### config.mk
export PLATFORM = sky130hd
export DESIGN_NAME = spi_mem_ctrl
export DESIGN_NICKNAME = d
export VERILOG_FILES = /design/src/rtl/spi_mem_pkg.sv /design/src/rtl/spi_mem_ctrl.sv
export SDC_FILE = /design/constraint.sdc
export NUM_CORES = 1
export LEC_CHECK = 0
export CORE_ASPECT_RATIO = 0.5
export CORE_MARGIN = 3
export CORE_UTILIZATION = 45
export CTS_CLUSTER_DIAMETER = 50
export DETAILED_ROUTE_END_ITERATION = 7
export GPL_ROUTABILITY_DRIVEN = 1
export PLACE_DENSITY = 0.76
export SLEW_MARGIN = 0
export SYNTH_ARGS = -nofsm -noshare
export SYNTH_HDL_FRONTEND = slang
export SYNTH_SLANG_ARGS = --single-unit
### constraint.sdc
create_clock -name clk_i -period 1.8 [get_ports clk_i]
set_input_delay 0.36 -clock clk_i [delete_from_list [all_inputs] [get_ports clk_i]]
set_output_delay 0.36 -clock clk_i [all_outputs]
set_load 0.01 [all_outputs]
### src/rtl/spi_mem_pkg.sv
// Shared opcodes, sequencer states and status-byte layout for the SPI memory
// command sequencer.
package spi_mem_pkg;

  localparam logic [7:0] OP_READ  = 8'h03;
  localparam logic [7:0] OP_WRITE = 8'h02;
  localparam logic [7:0] OP_RDSR  = 8'h05;
  localparam logic [7:0] OP_WREN  = 8'h06;
  localparam logic [7:0] OP_WRDI  = 8'h04;

  // Status byte: bit 1 reflects the write-enable latch, all other bits read 0.
  localparam int STS_WEL = 1;

  typedef enum logic [2:0] {
    ST_IDLE,
    ST_ADDR_HI,
    ST_ADDR_LO,
    ST_READ,
    ST_WRITE,
    ST_STATUS,
    ST_IGNORE
  } state_e;

endpackage

### src/rtl/spi_mem_ctrl.sv
// Command sequencer between the SPI byte shifter and a negedge-clocked dual-port
// frame RAM: decodes opcodes, streams reads/writes with a wrapping address.
module spi_mem_ctrl
  import spi_mem_pkg::*;
#(
  parameter int ADDRL = 14
) (
  input  logic             clk_i,
  input  logic             rst_n_i,
  input  logic             frame_active_i,
  input  logic             rx_valid_i,
  input  logic [7:0]       rx_data_i,
  input  logic             tx_req_i,
  output logic [7:0]       tx_data_o,
  output logic             tx_valid_o,
  output logic             ram_ena_o,
  output logic             ram_wea_o,
  output logic [ADDRL-1:0] ram_addra_o,
  output logic [7:0]       ram_dia_o,
  output logic             ram_enb_o,
  output logic [ADDRL-1:0] ram_addrb_o,
  input  logic [7:0]       ram_dob_i,
  output logic             wel_o
);

  state_e           state_q, state_d;
  logic [ADDRL-1:0] addr_q, addr_d;
  logic             wel_q, wel_d;
  logic             cmd_wr_q, cmd_wr_d;   // frame carries an accepted WRITE
  logic             rd_pend_q, rd_pend_d; // RAM read issued, capture this cycle
  logic [7:0]       tx_data_q, tx_data_d;
  logic             tx_valid_q, tx_valid_d;
  logic             ena_q, ena_d, wea_q, wea_d, enb_q, enb_d;
  logic [ADDRL-1:0] addra_q, addra_d, addrb_q, addrb_d;
  logic [7:0]       dia_q, dia_d;

  logic [15:0]      addr16;
  logic [ADDRL-1:0] addr_lo_w, addr_inc;

  // Address arrives as 16 wire bits; bits above ADDRL fall away on truncation.
  assign addr16    = 16'(addr_q);
  assign addr_lo_w = ADDRL'({addr16[15:8], rx_data_i});
  assign addr_inc  = addr_q + ADDRL'(1);

  always_comb begin
    state_d    = state_q;
    addr_d     = addr_q;
    wel_d      = wel_q;
    cmd_wr_d   = cmd_wr_q;
    rd_pend_d  = 1'b0;
    tx_data_d  = tx_data_q;
    tx_valid_d = tx_valid_q;
    ena_d      = 1'b0;
    wea_d      = 1'b0;
    enb_d      = 1'b0;
    addra_d    = addra_q;
    addrb_d    = addrb_q;
    dia_d      = dia_q;
    if (!frame_active_i) begin
      state_d    = ST_IDLE;
      tx_valid_d = 1'b0;
      tx_data_d  = 8'h00;
      cmd_wr_d   = 1'b0;
      if (cmd_wr_q) wel_d = 1'b0;
    end else begin
      unique case (state_q)
        ST_IDLE: if (rx_valid_i) begin
          cmd_wr_d = 1'b0;
          case (rx_data_i)
            OP_READ:  state_d = ST_ADDR_HI;
            OP_WRITE: begin
              state_d  = wel_q ? ST_ADDR_HI : ST_IGNORE;
              cmd_wr_d = wel_q;
            end
            OP_RDSR:  state_d = ST_STATUS;
            OP_WREN:  begin wel_d = 1'b1; state_d = ST_IGNORE; end
            OP_WRDI:  begin wel_d = 1'b0; state_d = ST_IGNORE; end
            default:  state_d = ST_IGNORE;
          endcase
        end
        ST_ADDR_HI: if (rx_valid_i) begin
          addr_d  = ADDRL'({rx_data_i, 8'h00});
          state_d = ST_ADDR_LO;
        end
        ST_ADDR_LO: if (rx_valid_i) begin
          addr_d = addr_lo_w;
          if (cmd_wr_q) begin
            state_d = ST_WRITE;
          end else begin
            state_d   = ST_READ;
            enb_d     = 1'b1;
            addrb_d   = addr_lo_w;
            rd_pend_d = 1'b1;
          end
        end
        ST_READ: begin
          // Requests are only honoured once the previous byte has landed.
          if (rd_pend_q) begin
            tx_data_d  = ram_dob_i;
            tx_valid_d = 1'b1;
            addr_d     = addr_inc;
          end else if (tx_req_i && tx_valid_q) begin
            enb_d     = 1'b1;
            addrb_d   = addr_q;
            rd_pend_d = 1'b1;
          end
        end
        ST_WRITE: if (rx_valid_i) begin
          ena_d   = 1'b1;
          wea_d   = 1'b1;
          addra_d = addr_q;
          dia_d   = rx_data_i;
          addr_d  = addr_inc;
        end
        ST_STATUS: begin
          tx_data_d          = 8'h00;
          tx_data_d[STS_WEL] = wel_q;
          tx_valid_d         = 1'b1;
        end
        default: ;
      endcase
    end
  end

  always_ff @(posedge clk_i or negedge rst_n_i) begin
    if (!rst_n_i) begin
      state_q    <= ST_IDLE;
      addr_q     <= '0;
      wel_q      <= 1'b0;
      cmd_wr_q   <= 1'b0;
      rd_pend_q  <= 1'b0;
      tx_data_q  <= 8'h00;
      tx_valid_q <= 1'b0;
      ena_q      <= 1'b0;
      wea_q      <= 1'b0;
      enb_q      <= 1'b0;
      addra_q    <= '0;
      addrb_q    <= '0;
      dia_q      <= 8'h00;
    end else begin
      state_q    <= state_d;
      addr_q     <= addr_d;
      wel_q      <= wel_d;
      cmd_wr_q   <= cmd_wr_d;
      rd_pend_q  <= rd_pend_d;
      tx_data_q  <= tx_data_d;
      tx_valid_q <= tx_valid_d;
      ena_q      <= ena_d;
      wea_q      <= wea_d;
      enb_q      <= enb_d;
      addra_q    <= addra_d;
      addrb_q    <= addrb_d;
      dia_q      <= dia_d;
    end
  end

  assign tx_data_o   = tx_data_q;
  assign tx_valid_o  = tx_valid_q;
  assign ram_ena_o   = ena_q;
  assign ram_wea_o   = wea_q;
  assign ram_addra_o = addra_q;
  assign ram_dia_o   = dia_q;
  assign ram_enb_o   = enb_q;
  assign ram_addrb_o = addrb_q;
  assign wel_o       = wel_q;

endmodule
==> results_dict.tcl <==
set metrics [dict create \
    synth_compound_area_share_pct 17.9 \
    path_cells "ha_1 > nand4_1 > nor3_1 > o221ai_1 > o2bb2ai_1" \
    drt-pass1-iter-count 5 \
    synth_mux_area_share_pct 12.3 \
    setup-violations-final 0 \
    pwr-share-seq_pct 40.0 \
    p_leak_nw 1.94 \
    worst_slack_ps 33.0 \
    cts_max_level 3 \
    ant_nets 0 \
    nNetsFinal 409 \
    synthCells 293 \
    crit_fanout 6 \
    dp_slack_ps -381 \
    grt_pass1_vias 2832 \
    period_needed_ps 1770 \
    grt_max_degree 67 \
    ys_seq_area_share_pct 49.7 \
    crit_path_end_kind "register" \
    whs_ps 36.8 \
    synth_fa_ha_area_share_pct 0.377 \
    ys.warnings.count 0 \
    p_comb_share_pct 31.8 \
    cp.required_ps 2010 \
    cts_buffer_depth 2 \
    tightest_slew_ps 442 \
    clock_power_share_pct 28.2 \
    status "completed" \
    overflow 0 \
    grt_pass1_wl_mm 14.7 \
    numCtsBuffers 9 \
    insertion_delay_ps 330 \
    gp_congestion 0.893 \
    syn_area_per_cell_um2 11.3 \
    die_x_um 128 \
    async_flop_share_pct 100 \
    p_int_mw 4.06 \
    power.density_mw_per_mm2 1260 \
    slew_viol_final 0 \
    hold_viol 0 \
    drc 0 \
    clockRootBuffer "clkbuf_16" \
    n_antenna_cell 0 \
    core_region_area_mm2 0.00691 \
    critical_path_class "register to register" \
    dpl.hpwl_mm 6.16 \
    final_core_util_pct 66.8 \
    mappedNetlistNets 315 \
    drive_above_1_share_pct 25.6 \
    path_delay_family "simple AND/OR/NAND/NOR gates" \
    fin_area_mm2 0.00462 \
    switchingPower_mw 1.73 \
    area_growth_pct 38.9 \
    start_util_pct 48.1 \
    via_per_inst 5.90 \
    cp_slowest_cell "dfrtp_1" \
    tns_ps 0 \
    path_buf_inv 0 \
    synth-simple-area-share_pct 14.7 \
    max_freq_mhz 566 \
    vdd_drop_max_mv 0.620 \
    startpoint_type "register" \
    synth-edff-count 0 \
    rows 21 \
    synth_top_family_by_area "compound AO/OA/AOI/OAI gates" \
    cpPeakStageDelay_ps 440 \
    synth_xor_area_share_pct 0.264 \
    rsz0062_at_grt "yes" \
    worstPathArrival_ps 1970 \
    ys.flop_type "dfrtp_1" \
    slew_headroom_pct 70.5 \
    holdBufCountCts 0 \
    drt_iter0_drc 234 \
    dieArea_mm2 0.00851 \
    switching_share_pct 29.9 \
    synth-seq-cells 66 \
    antenna_found_initial 0 \
    placement.io_buffers 69 \
    grt.total_usage_pct 22.6 \
    cts_tree "built" \
    vias 2846 \
    fp.dieH_um 66.8 \
    final.period_utilization_pct 98.2 \
    skew_ps 4.15 \
    path_clk_slew_ps 50 \
    cts.sinks 66 \
    synth_cell_types 55 \
    dpl_cell_area_mm2 0.00432 \
    hold_path.class "input pin to asynchronous set/reset pin" \
    io_pins 70 \
    mappedNetlistArea_mm2 0.00332 \
    wl_per_cell_um 18.7 \
    max_cap_viol_count 0 \
    totalWireLength_mm 9.02 \
]
-- worst reg2reg max path: stages (launching register included) --
cell and delay [ps]:
dfrtp_1 440, ha_1 250, nand4_1 280, nor3_1 360, o221ai_1 160, o2bb2ai_1 160
-- final cells by class --
cell class | count | area [µm²]
Tap cell | 92 | 115
Multi-Input combinational cell | 200 | 1540
Fill cell | 505 | 2290
Sequential cell | 66 | 1650
Clock buffer | 12 | 267
Timing Repair Buffer | 103 | 1010
Inverter | 7 | 26.3
Clock inverter | 2 | 12.5
-- sequential cells by signal, summed over array words and instances, names as in the netlist --
name / cells
tx_data_o: 8
cmd_wr_q: 1
tx_valid_o: 1
ram_addra_o: 14
ram_wea_o: 1
ram_enb_o: 1
addr_q: 14
wel_o: 1
ram_dia_o: 8
ram_addrb_o: 14
state_q: 3
-- stage by stage --
| step | power, mW | cells |
|---|---|---|
| detailed placement | 4.17 | 468 |
| global placement | 4.08 | 468 |
| global route | 6.10 | 482 |
| finish | 5.80 | 482 |
| floorplan | 3.10 | 293 |
| CTS | 5.84 | 482 |
-- power by group through the flow --
stage	Clock, mW	Combinational [mW]	Sequential [mW]
global placement	0	1.78	2.30
CTS	1.67	1.86	2.32
floorplan	0	0.698	2.40
global route	1.73	1.98	2.39
finish	1.63	1.85	2.32
detailed placement	0	1.83	2.33
-- layer usage --
| metal | up-vias | part of all wire [%] | track usage [%] |
|---|---|---|---|
| li1 | 1300 | - | - |
| met1 | 1404 | 45 | 29.7 |
| met3 | 11 | 7.9 | 7.69 |
| met5 | - | 0 | 0 |
| met4 | 0 | 1.2 | 8.69 |
| met2 | 131 | 46 | 34.8 |
-- layout by cell type, fill, tap and decap left out, types with 7 or more instances in the layout --
| cell | Yosys | routed |
|---|---|---|
| a22o_1 | 7 | 7 |
| clkdlybuf4s50_1 | 0 | 67 |
| dfrtp_1 | 66 | 66 |
| buf_4 | 7 | 29 |
| nor2_1 | 16 | 16 |
| clkbuf_16 | 0 | 9 |
| nand2_1 | 27 | 27 |
| o21ai_0 | 7 | 7 |
| nor3_1 | 8 | 8 |
| o221ai_1 | 8 | 8 |
| mux2_2 | 31 | 31 |
| a31oi_1 | 8 | 8 |
| inv_1 | 7 | 7 |
| o2bb2ai_1 | 9 | 9 |
-- final timing paths --
path	from	endpoint	slack, ps	cells past startpoint
max in group asynchronous	rst_n_i	ram_addra_o[13]	1470	2
max reg2reg	addr_q[0]	addr_q[10]	30	5
min in group clk_i	rx_data_i[6]	ram_dia_o[6]	370	2
min reg2reg	ram_addra_o[3]	ram_addra_o[3]	500	1
min	rst_n_i	tx_data_o[3]	40	2
max	addr_q[0]	addr_q[10]	30	5
-- cells in the mapped netlist, drive strengths merged, types with 2 or more instances --
cell type  instances  area, µm²
a31oi              8       50.1
a32oi              6       52.6
nor3               9       50.1
nor3b              3       38.8
nor2              18       72.6
a21boi             2       18.8
nand2             28        113
dfrtp             66       1650
buf               16        116
clkbuf             4       15.0
mux2              33        379
nor4               2       12.5
a311oi             2       17.5
inv                7       26.3
nor2b              2       12.5
mux2i              3       30.0
o221a              3       33.8
nand3b             5       37.5
or3b               2       17.5
o221ai             8       70.1
a21oi              7       46.3
a22o               7       61.3
and3               3       18.8
nand3              3       15.0
o2bb2ai            9       78.8
o22ai              2       12.5
nand2b             3       18.8
o21ai              9       56.3
nand4              5       31.3
a31o               2       17.5
a22oi              5       37.5
-- timing repair --
| item | in CTS | in global routing |
|---|---|---|
| buffers inserted | 0 | 0 |
| endpoints found under the hold margin | 0 | 0 |
| pin swaps | 0 | 1 |
| gates resized for setup | 2 | 3 |
| setup endpoints to repair | 5 | 14 |
-- cell families (layout without fill, tap and decap cells) --
kind of cell             count (synthesis)  after routing
AND/OR/NAND/NOR                         87             87
AO/OA/AOI/OAI                           75             75
flip-flops                              66             66
multiplexers                            36             36
buffers and inverters                   27            124
adder cells (fa/ha/maj)                  1              1
XOR/XNOR                                 1              1
(Power assumes the default switching activity.)
